File: src/rtl/cache_mem_arbiter_if.sv
`default_nettype none
// ============================================================================
// Module   : cache_mem_arbiter_if
// Brief    : Bundles the icache, dcache and memory-bus signals of the refill
//            arbiter. The master modport is the arbiter's view. The slave
//            modport is the view of the surrounding caches and memory.
// Revision : 1.0 - initial release
// ============================================================================
interface cache_mem_arbiter_if #(
  parameter int ADDR_W = 32,
  parameter int LINE_W = 128
);
  // icache side
  logic              ic_req_i;
  logic              ic_kill_i;
  logic [ADDR_W-1:0] ic_addr_i;
  logic              ic_ack_o;
  logic [LINE_W-1:0] ic_rdata_o;
  // dcache side
  logic              dc_req_i;
  logic              dc_we_i;
  logic [ADDR_W-1:0] dc_addr_i;
  logic [LINE_W-1:0] dc_wdata_i;
  logic              dc_ack_o;
  logic [LINE_W-1:0] dc_rdata_o;
  // memory side
  logic              mem_req_o;
  logic              mem_we_o;
  logic [ADDR_W-1:0] mem_addr_o;
  logic [LINE_W-1:0] mem_wdata_o;
  logic              mem_ack_i;
  logic [LINE_W-1:0] mem_rdata_i;

  // Arbiter view
  modport master (
    input  ic_req_i, ic_kill_i, ic_addr_i,
    output ic_ack_o, ic_rdata_o,
    input  dc_req_i, dc_we_i, dc_addr_i, dc_wdata_i,
    output dc_ack_o, dc_rdata_o,
    output mem_req_o, mem_we_o, mem_addr_o, mem_wdata_o,
    input  mem_ack_i, mem_rdata_i
  );

  // Cache controllers / memory view
  modport slave (
    output ic_req_i, ic_kill_i, ic_addr_i,
    input  ic_ack_o, ic_rdata_o,
    output dc_req_i, dc_we_i, dc_addr_i, dc_wdata_i,
    input  dc_ack_o, dc_rdata_o,
    input  mem_req_o, mem_we_o, mem_addr_o, mem_wdata_o,
    output mem_ack_i, mem_rdata_i
  );
endinterface
`default_nettype wire

File: src/rtl/cache_mem_arbiter.sv
`default_nettype none
// ============================================================================
// Module   : cache_mem_arbiter
// Brief    : Round-robin arbiter that shares one memory refill port between
//            the icache (refill only) and the dcache (refill/writeback).
//            The grant is held until memory acknowledges. The response is
//            then returned to the granted side as a one-cycle ack.
// Revision : 1.0 - initial release
// ============================================================================
module cache_mem_arbiter #(
  parameter int ADDR_W = 32,
  parameter int LINE_W = 128
) (
  input  wire logic             clk_i,
  input  wire logic             rst_i,
  cache_mem_arbiter_if.master   bus
);

  typedef enum logic [1:0] {
    IDLE    = 2'd0,
    IC_BUSY = 2'd1,
    DC_BUSY = 2'd2,
    RESP    = 2'd3
  } state_t;

  localparam logic c_GNT_IC = 1'b0;
  localparam logic c_GNT_DC = 1'b1;

  // Registered state and outputs
  state_t            r_state;
  logic              r_last_gnt;
  logic              r_kill;
  logic              r_mem_req;
  logic              r_mem_we;
  logic [ADDR_W-1:0] r_mem_addr;
  logic [LINE_W-1:0] r_mem_wdata;
  logic              r_ic_ack;
  logic              r_dc_ack;
  logic [LINE_W-1:0] r_ic_rdata;
  logic [LINE_W-1:0] r_dc_rdata;

  // Next-state values
  state_t            w_state_nxt;
  logic              w_last_gnt_nxt;
  logic              w_kill_nxt;
  logic              w_mem_req_nxt;
  logic              w_mem_we_nxt;
  logic [ADDR_W-1:0] w_mem_addr_nxt;
  logic [LINE_W-1:0] w_mem_wdata_nxt;
  logic              w_ic_ack_nxt;
  logic              w_dc_ack_nxt;
  logic [LINE_W-1:0] w_ic_rdata_nxt;
  logic [LINE_W-1:0] w_dc_rdata_nxt;

  logic              w_ic_elig;
  logic              w_dc_elig;
  logic              w_ic_killed;

  // A killed icache request is not eligible for a new grant
  assign w_ic_elig   = bus.ic_req_i & ~bus.ic_kill_i;
  assign w_dc_elig   = bus.dc_req_i;
  // A kill arriving together with the memory ack still suppresses the response
  assign w_ic_killed = r_kill | bus.ic_kill_i;

  // State register and all registered outputs
  always_ff @(posedge clk_i) begin
    if (rst_i) begin
      r_state     <= IDLE;
      r_last_gnt  <= c_GNT_IC;
      r_kill      <= 1'b0;
      r_mem_req   <= 1'b0;
      r_mem_we    <= 1'b0;
      r_mem_addr  <= '0;
      r_mem_wdata <= '0;
      r_ic_ack    <= 1'b0;
      r_dc_ack    <= 1'b0;
      r_ic_rdata  <= '0;
      r_dc_rdata  <= '0;
    end else begin
      r_state     <= w_state_nxt;
      r_last_gnt  <= w_last_gnt_nxt;
      r_kill      <= w_kill_nxt;
      r_mem_req   <= w_mem_req_nxt;
      r_mem_we    <= w_mem_we_nxt;
      r_mem_addr  <= w_mem_addr_nxt;
      r_mem_wdata <= w_mem_wdata_nxt;
      r_ic_ack    <= w_ic_ack_nxt;
      r_dc_ack    <= w_dc_ack_nxt;
      r_ic_rdata  <= w_ic_rdata_nxt;
      r_dc_rdata  <= w_dc_rdata_nxt;
    end
  end

  // Grant selection, transaction tracking and response generation
  always_comb begin
    w_state_nxt     = r_state;
    w_last_gnt_nxt  = r_last_gnt;
    w_kill_nxt      = r_kill;
    w_mem_req_nxt   = r_mem_req;
    w_mem_we_nxt    = r_mem_we;
    w_mem_addr_nxt  = r_mem_addr;
    w_mem_wdata_nxt = r_mem_wdata;
    w_ic_ack_nxt    = 1'b0;
    w_dc_ack_nxt    = 1'b0;
    w_ic_rdata_nxt  = r_ic_rdata;
    w_dc_rdata_nxt  = r_dc_rdata;

    case (r_state)
      IDLE: begin
        // On a tie the side that did not win last time gets the port
        if (w_dc_elig && (!w_ic_elig || (r_last_gnt == c_GNT_IC))) begin
          w_state_nxt     = DC_BUSY;
          w_last_gnt_nxt  = c_GNT_DC;
          w_mem_req_nxt   = 1'b1;
          w_mem_we_nxt    = bus.dc_we_i;
          w_mem_addr_nxt  = bus.dc_addr_i;
          w_mem_wdata_nxt = bus.dc_wdata_i;
        end else if (w_ic_elig) begin
          w_state_nxt     = IC_BUSY;
          w_last_gnt_nxt  = c_GNT_IC;
          w_kill_nxt      = 1'b0;
          w_mem_req_nxt   = 1'b1;
          w_mem_we_nxt    = 1'b0;
          w_mem_addr_nxt  = bus.ic_addr_i;
          w_mem_wdata_nxt = '0;
        end
      end

      IC_BUSY: begin
        if (bus.mem_ack_i) begin
          w_mem_req_nxt = 1'b0;
          if (w_ic_killed) begin
            // Memory finished but the icache no longer wants the line
            w_kill_nxt  = 1'b0;
            w_state_nxt = IDLE;
          end else begin
            w_ic_rdata_nxt = bus.mem_rdata_i;
            w_ic_ack_nxt   = 1'b1;
            w_state_nxt    = RESP;
          end
        end else if (bus.ic_kill_i) begin
          w_kill_nxt = 1'b1;
        end
      end

      DC_BUSY: begin
        if (bus.mem_ack_i) begin
          w_mem_req_nxt  = 1'b0;
          w_dc_rdata_nxt = bus.mem_rdata_i;
          w_dc_ack_nxt   = 1'b1;
          w_state_nxt    = RESP;
        end
      end

      RESP: begin
        // The ack pulse is on the outputs this cycle; it drops on exit
        w_state_nxt = IDLE;
      end

      default: begin
        w_state_nxt = IDLE;
      end
    endcase
  end

  assign bus.mem_req_o   = r_mem_req;
  assign bus.mem_we_o    = r_mem_we;
  assign bus.mem_addr_o  = r_mem_addr;
  assign bus.mem_wdata_o = r_mem_wdata;
  assign bus.ic_ack_o    = r_ic_ack;
  assign bus.ic_rdata_o  = r_ic_rdata;
  assign bus.dc_ack_o    = r_dc_ack;
  assign bus.dc_rdata_o  = r_dc_rdata;

endmodule
`default_nettype wire
File: src/flat_wrapper.sv
// flat-port wrapper written by rule: the top's interface ports become plain ports
module cache_mem_arbiter_flat 
#(
  parameter int ADDR_W = 32,
  parameter int LINE_W = 128
)
  (clk_i, rst_i, bus_ic_req_i, bus_ic_kill_i, bus_ic_addr_i, bus_ic_ack_o, bus_ic_rdata_o, bus_dc_req_i, bus_dc_we_i, bus_dc_addr_i, bus_dc_wdata_i, bus_dc_ack_o, bus_dc_rdata_o, bus_mem_req_o, bus_mem_we_o, bus_mem_addr_o, bus_mem_wdata_o, bus_mem_ack_i, bus_mem_rdata_i);
  cache_mem_arbiter_if #(.ADDR_W(ADDR_W), .LINE_W(LINE_W)) bus_i ();
  input  wire logic clk_i;
  input  wire logic rst_i;
  input wire logic [$bits(bus_i.ic_req_i)-1:0] bus_ic_req_i;
  input wire logic [$bits(bus_i.ic_kill_i)-1:0] bus_ic_kill_i;
  input wire logic [$bits(bus_i.ic_addr_i)-1:0] bus_ic_addr_i;
  output wire logic [$bits(bus_i.ic_ack_o)-1:0] bus_ic_ack_o;
  output wire logic [$bits(bus_i.ic_rdata_o)-1:0] bus_ic_rdata_o;
  input wire logic [$bits(bus_i.dc_req_i)-1:0] bus_dc_req_i;
  input wire logic [$bits(bus_i.dc_we_i)-1:0] bus_dc_we_i;
  input wire logic [$bits(bus_i.dc_addr_i)-1:0] bus_dc_addr_i;
  input wire logic [$bits(bus_i.dc_wdata_i)-1:0] bus_dc_wdata_i;
  output wire logic [$bits(bus_i.dc_ack_o)-1:0] bus_dc_ack_o;
  output wire logic [$bits(bus_i.dc_rdata_o)-1:0] bus_dc_rdata_o;
  output wire logic [$bits(bus_i.mem_req_o)-1:0] bus_mem_req_o;
  output wire logic [$bits(bus_i.mem_we_o)-1:0] bus_mem_we_o;
  output wire logic [$bits(bus_i.mem_addr_o)-1:0] bus_mem_addr_o;
  output wire logic [$bits(bus_i.mem_wdata_o)-1:0] bus_mem_wdata_o;
  input wire logic [$bits(bus_i.mem_ack_i)-1:0] bus_mem_ack_i;
  input wire logic [$bits(bus_i.mem_rdata_i)-1:0] bus_mem_rdata_i;
  assign bus_i.ic_req_i = bus_ic_req_i;
  assign bus_i.ic_kill_i = bus_ic_kill_i;
  assign bus_i.ic_addr_i = bus_ic_addr_i;
  assign bus_ic_ack_o = bus_i.ic_ack_o;
  assign bus_ic_rdata_o = bus_i.ic_rdata_o;
  assign bus_i.dc_req_i = bus_dc_req_i;
  assign bus_i.dc_we_i = bus_dc_we_i;
  assign bus_i.dc_addr_i = bus_dc_addr_i;
  assign bus_i.dc_wdata_i = bus_dc_wdata_i;
  assign bus_dc_ack_o = bus_i.dc_ack_o;
  assign bus_dc_rdata_o = bus_i.dc_rdata_o;
  assign bus_mem_req_o = bus_i.mem_req_o;
  assign bus_mem_we_o = bus_i.mem_we_o;
  assign bus_mem_addr_o = bus_i.mem_addr_o;
  assign bus_mem_wdata_o = bus_i.mem_wdata_o;
  assign bus_i.mem_ack_i = bus_mem_ack_i;
  assign bus_i.mem_rdata_i = bus_mem_rdata_i;
  cache_mem_arbiter #(.ADDR_W(ADDR_W), .LINE_W(LINE_W)) u_core (.clk_i(clk_i), .rst_i(rst_i), .bus(bus_i));
endmodule
File: config.mk
export PLATFORM = sky130hd
export DESIGN_NAME = cache_mem_arbiter_flat
export DESIGN_NICKNAME = d
export VERILOG_FILES = /design/src/rtl/cache_mem_arbiter_if.sv /design/src/rtl/cache_mem_arbiter.sv /design/src/flat_wrapper.sv
export SDC_FILE = /design/constraint.sdc
export NUM_CORES = 1
export LEC_CHECK = 0
export CAP_MARGIN = 40
export CELL_PAD_IN_SITES_DETAIL_PLACEMENT = 1
export CELL_PAD_IN_SITES_GLOBAL_PLACEMENT = 1
export CORE_AREA = 8 8 284 286
export CTS_CLUSTER_DIAMETER = 60
export CTS_CLUSTER_SIZE = 16
export DETAILED_ROUTE_END_ITERATION = 7
export DIE_AREA = 0 0 292 294
export PLACE_DENSITY = 0.73
export RECOVER_POWER = 25
export SLEW_MARGIN = 20
export SYNTH_ARGS = -nofsm -noshare
export SYNTH_HDL_FRONTEND = slang
export SYNTH_SLANG_ARGS = --single-unit
File: constraint.sdc
create_clock -name clk_i -period 1.6 [get_ports clk_i]
set_input_delay 0.32 -clock clk_i [delete_from_list [all_inputs] [get_ports clk_i]]
set_output_delay 0.32 -clock clk_i [all_outputs]
set_load 0.1 [all_outputs]
# Yosys cells after proc, flatten, opt, wreduce, memory -nomap -nowiden
# Index checks and enable logic that the tools add are counted.
[op_classes]
n_eq_ne = 11
n_mux = 24
bitwise_logic = 8
reduce_logical = 16
[op_table]
columns = ["operator", "n"]
rows = [
  ["$mux 128", 2],
  ["$mux 32", 2],
  ["$mux 1", 12],
  ["$mux 2", 5],
  ["$reduce_and 3->1", 3],
  ["$pmux 2 s4", 1],
  ["$ne 2x2->1 const B", 3],
  ["$not 1->1", 6],
  ["$reduce_bool 2->1", 3],
  ["$reduce_and 5->1", 1],
  ["$eq 2x2->1 const B", 2],
  ["$ne 2x1->1 const B", 2],
  ["$pmux 1 s2", 2],
  ["$reduce_and 2->1", 2],
  ["$reduce_or 2->1", 2],
  ["$ne 3x1->1 const B", 1],
  ["$ne 3x2->1 const B", 1],
  ["$ne 3x3->1 const B", 1],
  ["$reduce_or 3->1", 1],
  ["$eq 2x1->1 const B", 1],
  ["$logic_not 2->1", 1],
  ["$and 1x1->1", 1],
  ["$logic_and 1x1->1", 1],
  ["$logic_not 1->1", 1],
  ["2 further kinds", 2],
]
[totals]
regBits = 424
output_inout_bits = 420
word_cells = 70

# Depth between registers and ports, before layout
# Gate-level depths: netlist of run 1.
[depth]
depth_word = 7
ltp_mapped = 8

# Least setup slack after synthesis of run 1
# OpenSTA, ideal clock, no wires.
[synth_timing]
kind = "reg2reg"
startpoint = "register u_core.r_state[0]"
endpoint = "register u_core.r_dc_rdata[76] (netlist: u_core.bus.dc_rdata_o[76])"
setup_ps = 70
t_arrival_ps = 1486
path_slack_ps = 43
path_stages_with_launch = 8
path_cell_list = "dfxtp_1 inv_1 ha_1 nand2_1 clkbuf_1 buf_1 nand2_1 a21oi_1"
[synth_between]
elab_chain_len = 2
[synth_lines]
columns = ["element", "line", "source"]
rows = [
  ["start: declaration", "cache_mem_arbiter.sv:30", "state_t r_state;"],
  ["start signal: assignment", "cache_mem_arbiter.sv:80", "r_state <= w_state_nxt;"],
  ["$eq 2x2->1", "cache_mem_arbiter.sv:108", "case (r_state)"],
  ["$reduce_and 2->1 (no line)", "--", ""],
  ["end signal: assignment", "cache_mem_arbiter.sv:90", "r_dc_rdata <= w_dc_rdata_nxt;"],
  ["end: declaration", "cache_mem_arbiter.sv:40", "logic [LINE_W-1:0] r_dc_rdata;"],
]
# Every way passes these cells.
# A chain may end at the register's enable or synchronous reset.

# Worst setup path after layout of run 1
[layout_timing]
startpoint = "register u_core.r_state[0]"
endpoint = "register u_core.r_mem_wdata[7] (netlist: u_core.bus.mem_wdata_o[7])"
[layout_between]
elab_chain_len = 2
[layout_lines]
columns = ["element", "line", "source"]
rows = [
  ["$logic_not 2->1", "cache_mem_arbiter.sv:108", ""],
  ["$reduce_and 2->1 (no line)", "--", ""],
  ["end signal: assignment", "cache_mem_arbiter.sv:86", "r_mem_wdata <= w_mem_wdata_nxt;"],
  ["end: declaration", "cache_mem_arbiter.sv:36", "logic [LINE_W-1:0] r_mem_wdata;"],
]
# Every way passes these cells.

==> flow_metrics.env, run 1 <==
export IMPL_outcome="complete, but fails checks"
export IMPL_failed_checks="setup timing"
export IMPL_timing_final_ws_setup_ns=-0.0393
export IMPL_cts_root_buf="clkbuf_16"
export IMPL_ys_seq_area_frac=0.571
export IMPL_fin_crit_sh=1.02
export IMPL_timing_final_crit_period_ns=1.64
export IMPL_skew_ns=0.0212
export IMPL_drtAntennaViolNets=0
export IMPL_arrival_ns=2.09
export IMPL_hold_start="rst_i"
export IMPL_holdWs_ns=0.195
export IMPL_end_kind="flop"
export IMPL_fmax_ghz=0.610
export IMPL_min_path_type="input pin to flop"
export IMPL_die_w_um=292
export IMPL_drc=0
export IMPL_cp_start_kind="flop"
export IMPL_finalSetupTns_ns=-0.623
export IMPL_path_clk_slew_ns=0.07
export IMPL_yosysTopAreaCell="dfxtp_1"
export IMPL_grt_pass1_vias=16956
export IMPL_grt_pass1_wl_um=113000
export IMPL_finalSetupViolCount=52
export IMPL_fp_dieArea_sq_mm=0.0858
export IMPL_dr_pass1_iters=5
export IMPL_synth_edff_count=0
export IMPL_clk_path_buf_depth=3
export IMPL_netlist_instances=1768
export IMPL_num_fill_cells=8298
export IMPL_whs_path_depth=2
export IMPL_detail_route_wl_per_cell_um=22.6
export IMPL_worstPathMaxFanout=25
export IMPL_p_per_area_mw_per_mm2=1610
export IMPL_drive_above_1_share=0.301
export IMPL_antenna_found_initial=22
export IMPL_rr_startpoint="u_core.r_state[0]$_SDFFE_PP0P_"
export IMPL_grt_max_degree=54
export IMPL_leakagePower_nw=11.4
export IMPL_critPathKind="flop to flop"
export IMPL_area_growth_pct=109
export IMPL_maxSlewHeadroom=0.641
export IMPL_drt_iter0_drc=664
export IMPL_ys_types=34
export IMPL_port_buffers=746
export IMPL_num_rows=102
export IMPL_rsz0062_at_grt="true"
export IMPL_dpl_instance_area_sq_mm=0.0283
export IMPL_async_flop_share=0
export IMPL_routed_wl_um=81200
export IMPL_fin_nets=2886
export IMPL_ios=747
export IMPL_fin_area_sq_mm=0.0310
export IMPL_hold_buffers=0
export IMPL_required_ns=2.05
export IMPL_cts_tree="done"
export IMPL_cts_sinks=424
export IMPL_synth_most_common_cell="nand2_1"
export IMPL_synthesis_nets=2099
export IMPL_ys_ff_latch=424
export IMPL_max_vdd_ir_drop_uv=1080
export IMPL_cts_buffers=46
export IMPL_worst_r2r_cell_count=7
export IMPL_ys_flop_type="dfxtp_1"
export IMPL_gp_congestion=0.849
export IMPL_via_per_inst=4.43
export IMPL_synth_top_area_frac=0.571
export IMPL_synth_common_cells="nand2_1 (549), dfxtp_1 (424), a21oi_1 (289), nor2_1 (169), a22oi_1 (121)"
export IMPL_worst_slew_pin_slew_ns=0.538
export IMPL_core_area_sq_mm=0.0764
export IMPL_synth_area_leaders="dfxtp_1 (57%), nand2_1 (14%), a21oi_1 (9.7%)"
export IMPL_cap_violations=0
export IMPL_fin_total_pwr_mw=49.9
export IMPL_initial_utilization=0.194
export IMPL_finalHoldViolations=0
export IMPL_clock_latency_ns=0.58
export IMPL_slew_violations=0
export IMPL_ys_warn_count=0
export IMPL_syn_area_per_cell_sq_um=8.40
export IMPL_htreeDepth=2
export IMPL_whs_endpoint="u_core.bus.dc_rdata_o[112]$_SDFFE_PP0P_"
export IMPL_dr_total_vias=15913
export IMPL_reg2reg_slack_ns=-0.04
export IMPL_die_height_um=294
export IMPL_grt_total_usage=0.172
export IMPL_dp_hpwl_um=60800
export IMPL_r2r_end="u_core.bus.mem_wdata_o[7]$_SDFFE_PP0P_"
export IMPL_grt_ovfl_total=0
export IMPL_mappedNetlistArea_sq_mm=0.0149
-- metal layers --
metal	share of wire	global-route usage	routed length [um]	up-vias
met4	0.041	0.0824	3340	2
met1	0.38	0.188	31000	7761
met3	0.075	0.0635	6080	153
li1	-	-	-	7481
met5	0.00016	0	13	-
met2	0.50	0.296	40700	516
-- metrics by stage --
step | worst slack (ns) | std cells | util
after floorplan | 0.0434 | 1768 | -
after global placement | -0.337 | 3471 | 0.371
after detailed placement | -0.441 | 3471 | 0.371
after CTS | -0.0199 | 3556 | 0.393
after global routing | -0.0923 | 3593 | 0.406
final | -0.0393 | 3594 | 0.406
-- worst max-delay path by stage --
stage | startpoint | to | slack [ns] | cells past startpoint
after floorplan | u_core.r_state[0]$_SDFFE_PP0P_ | u_core.bus.dc_rdata_o[76]$_SDFFE_PP0P_ | 0.04 | 7
after global placement | bus_ic_kill_i | u_core.bus.ic_rdata_o[74]$_SDFFE_PP0P_ | -0.34 | 7
after detailed placement | bus_ic_kill_i | u_core.bus.ic_rdata_o[55]$_SDFFE_PP0P_ | -0.44 | 7
after CTS | u_core.r_state[0]$_SDFFE_PP0P_ | u_core.bus.mem_wdata_o[110]$_SDFFE_PP0P_ | -0.02 | 6
after global routing | u_core.r_state[1]$_SDFFE_PP0P_ | u_core.bus.ic_rdata_o[61]$_SDFFE_PP0P_ | -0.09 | 10
final | u_core.r_state[0]$_SDFFE_PP0P_ | u_core.bus.mem_wdata_o[7]$_SDFFE_PP0P_ | -0.04 | 7
-- final cells by class --
| class | count | area (sq um) | share of cell area |
|---|---|---|---|
| sequential | 424 | 8510 | 0.274 |
| antenna | 20 | 50.0 | 0.00161 |
| inverter | 3 | 17.5 | 0.000565 |
| clock buffer | 55 | 1290 | 0.0416 |
| multi-input combinational | 1196 | 6220 | 0.201 |
| clock inverter | 24 | 223 | 0.00718 |
| tap | 988 | 1240 | 0.0399 |
| timing repair buffer | 884 | 13500 | 0.434 |
-- kinds of logic (layout without fill, tap and decap cells) --
family | Yosys count | in the layout | synth area share
other cells | 0 | 20 | 0
buf+inv | 148 | 966 | 0.0489
fa+ha+maj | 4 | 4 | 0.00337
flops | 424 | 424 | 0.571
mux | 2 | 2 | 0.00135
simple gates | 731 | 731 | 0.188
compound gates | 459 | 459 | 0.187
-- state kept, by name, summed over array words and instances (netlist names), 2 cells and up --
| register | flops |
|---|---|
| u_core.bus.mem_wdata_o | 128 |
| u_core.bus.ic_rdata_o | 128 |
| u_core.bus.mem_addr_o | 32 |
| u_core.bus.dc_rdata_o | 128 |
| u_core.r_state | 2 |
-- where the power goes --
part           switching [mW]  internal (mW)
logic                    16.0           9.39
registers                1.63           12.0
clock network            4.86           5.99
total                    22.5           27.4
-- cells in the final DEF, fill, tap and decap left out, types with 25 or more instances in the layout --
| cell | n |
|---|---|
| a22oi_2 | 83 |
| clkbuf_16 | 58 |
| dfxtp_1 | 411 |
| buf_12 | 449 |
| nor2_1 | 169 |
| a211oi_1 | 25 |
| buf_4 | 75 |
| clkdlybuf4s50_1 | 325 |
| nand2_1 | 544 |
| a22oi_1 | 46 |
| a21oi_1 | 268 |
-- repair_timing --
| item | 4_1_cts | 5_1_grt |
|---|---|---|
| setup buffers | 6 | 10 |
| pin swaps | 3 | 13 |
| setup endpoints to repair | 289 | 340 |
| cloned | 1 | 10 |
| resized for setup | 27 | 139 |
-- worst max-delay path, stage by stage, from the launching register on --
cell        delay, ns
dfxtp_4          0.38
clkinvlp_4       0.15
ha_4             0.22
and3_4           0.19
buf_12           0.14
clkbuf_16        0.20
a22oi_1          0.16
nor2_1           0.06
(Power assumes the default switching activity.)
==> run 2, diff against run 1 <==
- CAP_MARGIN: 40 -> 20
==> results of run 2 <==
Same layout as run 1: the final DEF is identical, and so are final timing and power.
==> run 3, diff against run 2 <==
--- a/config.mk
+++ b/config.mk
@@ -15,2 +15,3 @@
 export DIE_AREA = 0 0 292 294
+export GPL_ROUTABILITY_DRIVEN = 0
 export PLACE_DENSITY = 0.73
--- a/constraint.sdc
+++ b/constraint.sdc
@@ -3,2 +3,2 @@
 set_output_delay 0.32 -clock clk_i [all_outputs]
-set_load 0.1 [all_outputs]
+set_load 0.05 [all_outputs]
==> run 3 against run 2 <==
Against the previous run:
- the flow now finishes without violations
- routed wire length fell by 6.1%
- via count fell by 2.0%
- sequential cell count unchanged
- setup slack better by 0.080 ns
- hold slack got worse by 0.011 ns
- fmax increased by 5.2%
==> flow_metrics.env, run 3 (same netlist as run 1, synthesis figures left out) <==
export IMPL_fin_nets=2879
export IMPL_grt_pass1_vias=16265
export IMPL_hold_buffers=0
export IMPL_dr_total_vias=15600
export IMPL_critPathKind="flop to output port"
export IMPL_port_buffers=746
export IMPL_dr_pass1_iters=4
export IMPL_worstPathMaxFanout=2
export IMPL_max_vdd_ir_drop_uv=887
export IMPL_cts_sinks=424
export IMPL_path_clk_slew_ns=0.07
export IMPL_grt_max_degree=52
export IMPL_grt_total_usage=0.162
export IMPL_area_growth_pct=76.0
export IMPL_worst_slew_pin_slew_ns=0.537
export IMPL_grt_ovfl_total=0
export IMPL_num_fill_cells=8886
export IMPL_clk_path_buf_depth=3
export IMPL_cp_slowest_cell="dfxtp_1"
export IMPL_final_common_cell="nand2_1"
export IMPL_cap_violations=0
export IMPL_path_cells="buf_12"
export IMPL_dpl_instance_area_sq_mm=0.0238
export IMPL_min_path_type="input pin to flop"
export IMPL_skew_ns=0.0229
export IMPL_grt_pass1_wl_um=107000
export IMPL_p_per_area_mw_per_mm2=1580
export IMPL_drt_iter0_drc=728
export IMPL_outcome="completed"
export IMPL_num_rows=102
export IMPL_placed_cells=3472
export IMPL_detail_route_wl_per_cell_um=21.3
export IMPL_leakagePower_nw=10.3
export IMPL_max_stage_delay_ns=0.47
export IMPL_cp_start_kind="flop"
export IMPL_timing_final_crit_period_ns=1.56
export IMPL_cts_root_buf="clkbuf_16"
export IMPL_dp_hpwl_um=56900
export IMPL_core_area_sq_mm=0.0764
export IMPL_layout_cells_non_filler=3579
export IMPL_fin_crit_sh=0.974
export IMPL_rsz0062_at_grt="true"
export IMPL_path_delay_family="flip-flops"
export IMPL_required_ns=1.28
export IMPL_initial_utilization=0.194
export IMPL_via_per_inst=4.36
export IMPL_htreeDepth=2
export IMPL_fp_dieArea_sq_mm=0.0858
export IMPL_maxSlewHeadroom=0.642
export IMPL_cts_buffers=45
export IMPL_clock_latency_ns=0.58
export IMPL_drive_above_1_share=0.273
export IMPL_drtAntennaViolNets=0
export IMPL_ios=747
export IMPL_antenna_found_initial=8
export IMPL_die_height_um=294
export IMPL_routed_wl_um=76200
export IMPL_end_kind="output port"
export IMPL_layout_common_cells="nand2_1 (543), dfxtp_1 (420), buf_4 (412)"
export IMPL_finalSetupViolCount=0
export IMPL_drc=0
export IMPL_fin_area_sq_mm=0.0261
export IMPL_finalHoldViolations=0
export IMPL_die_w_um=292
export IMPL_arrival_ns=1.24
export IMPL_slew_violations=0
export IMPL_crit_buf_inv=1
export IMPL_cts_tree="done"
export IMPL_fmax_ghz=0.641
run 3: changes by cell type in the layout (fill, tap and decap cells not counted), moves of 3 or more:
| cell | before | now |
|---|---|---|
| buf_8 | 5 | 8 |
| a22oi_1 | 46 | 112 |
| a22oi_2 | 83 | 17 |
| diode_2 | 20 | 8 |
| buf_12 | 449 | 86 |
| clkinvlp_4 | 6 | 2 |
| buf_2 | 0 | 4 |
| dfxtp_1 | 411 | 420 |
| clkbuf_2 | 1 | 12 |
| a21oi_2 | 21 | 27 |
| dfxtp_2 | 12 | 3 |
| a21oi_1 | 268 | 262 |
| bufinv_16 | 1 | 4 |
| buf_4 | 75 | 412 |
run 3: cell type report:
| type | instances | area, sq um | area share |
|---|---|---|---|
| clock buffer | 54 | 1250 | 0.0479 |
| sequential | 424 | 8500 | 0.325 |
| timing repair buffer | 878 | 8870 | 0.339 |
| inverter | 3 | 16.3 | 0.000622 |
| clock inverter | 28 | 342 | 0.0131 |
| tap | 988 | 1240 | 0.0473 |
| antenna | 8 | 20.0 | 0.000766 |
| multi-input combinational | 1196 | 5910 | 0.226 |
run 3: report_power, final:
part,switching (mW),total [mW],leakage (nW),internal (mW)
registers,1.01,13.0,3.45,12.0
clock network,4.91,11.3,0.782,6.40
logic,10.5,16.9,6.10,6.43
run 3: per-layer routing:
metal / wire, um / GRT usage / vias to the layer above
met3: 5070 / 0.0464 / 94
met2: 37900 / 0.279 / 449
met4: 1910 / 0.0532 / 0
met5: 0 / 0 / -
li1: - / - / 7463
met1: 31400 / 0.191 / 7594
run 3: timing repair:
action / CTS / global route
resized for setup: 33 / 70
endpoints found under the hold margin: 0 / 0
setup buffers: 2 / 3
cloned: 3 / 10
pin swaps: 3 / 7
endpoints found under the setup margin: 298 / 354
run 3: path summary, 6_finish.rpt:
| kind | from | to | slack [ns] | cells after the start |
|---|---|---|---|---|
| setup reg to reg | u_core.r_state[1]$_SDFFE_PP0P_ | u_core.bus.ic_rdata_o[94]$_SDFFE_PP0P_ | 0.05 | 9 |
| hold reg to reg | u_core.bus.ic_rdata_o[25]$_SDFFE_PP0P_ | u_core.bus.ic_rdata_o[25]$_SDFFE_PP0P_ | 0.45 | 2 |
| hold / removal | rst_i | u_core.bus.ic_rdata_o[109]$_SDFFE_PP0P_ | 0.18 | 2 |
| setup / recovery | u_core.bus.mem_wdata_o[84]$_SDFFE_PP0P_ | bus_mem_wdata_o[84] | 0.04 | 1 |
run 3: stage by stage:
step	setup TNS (ns)	worst slack, ns	hold slack [ns]	power [mW]	util
after global routing	-0.129	-0.0315	0.176	43.1	0.342
after detailed placement	-137.48	-0.488	0.447	28.9	0.311
after global placement	-117.37	-0.400	0.442	28.7	0.311
after floorplan	0	0.0583	0.455	22.0	-
final	0	0.0411	0.184	41.2	0.342
after CTS	-0.548	-0.0445	0.150	40.7	0.335
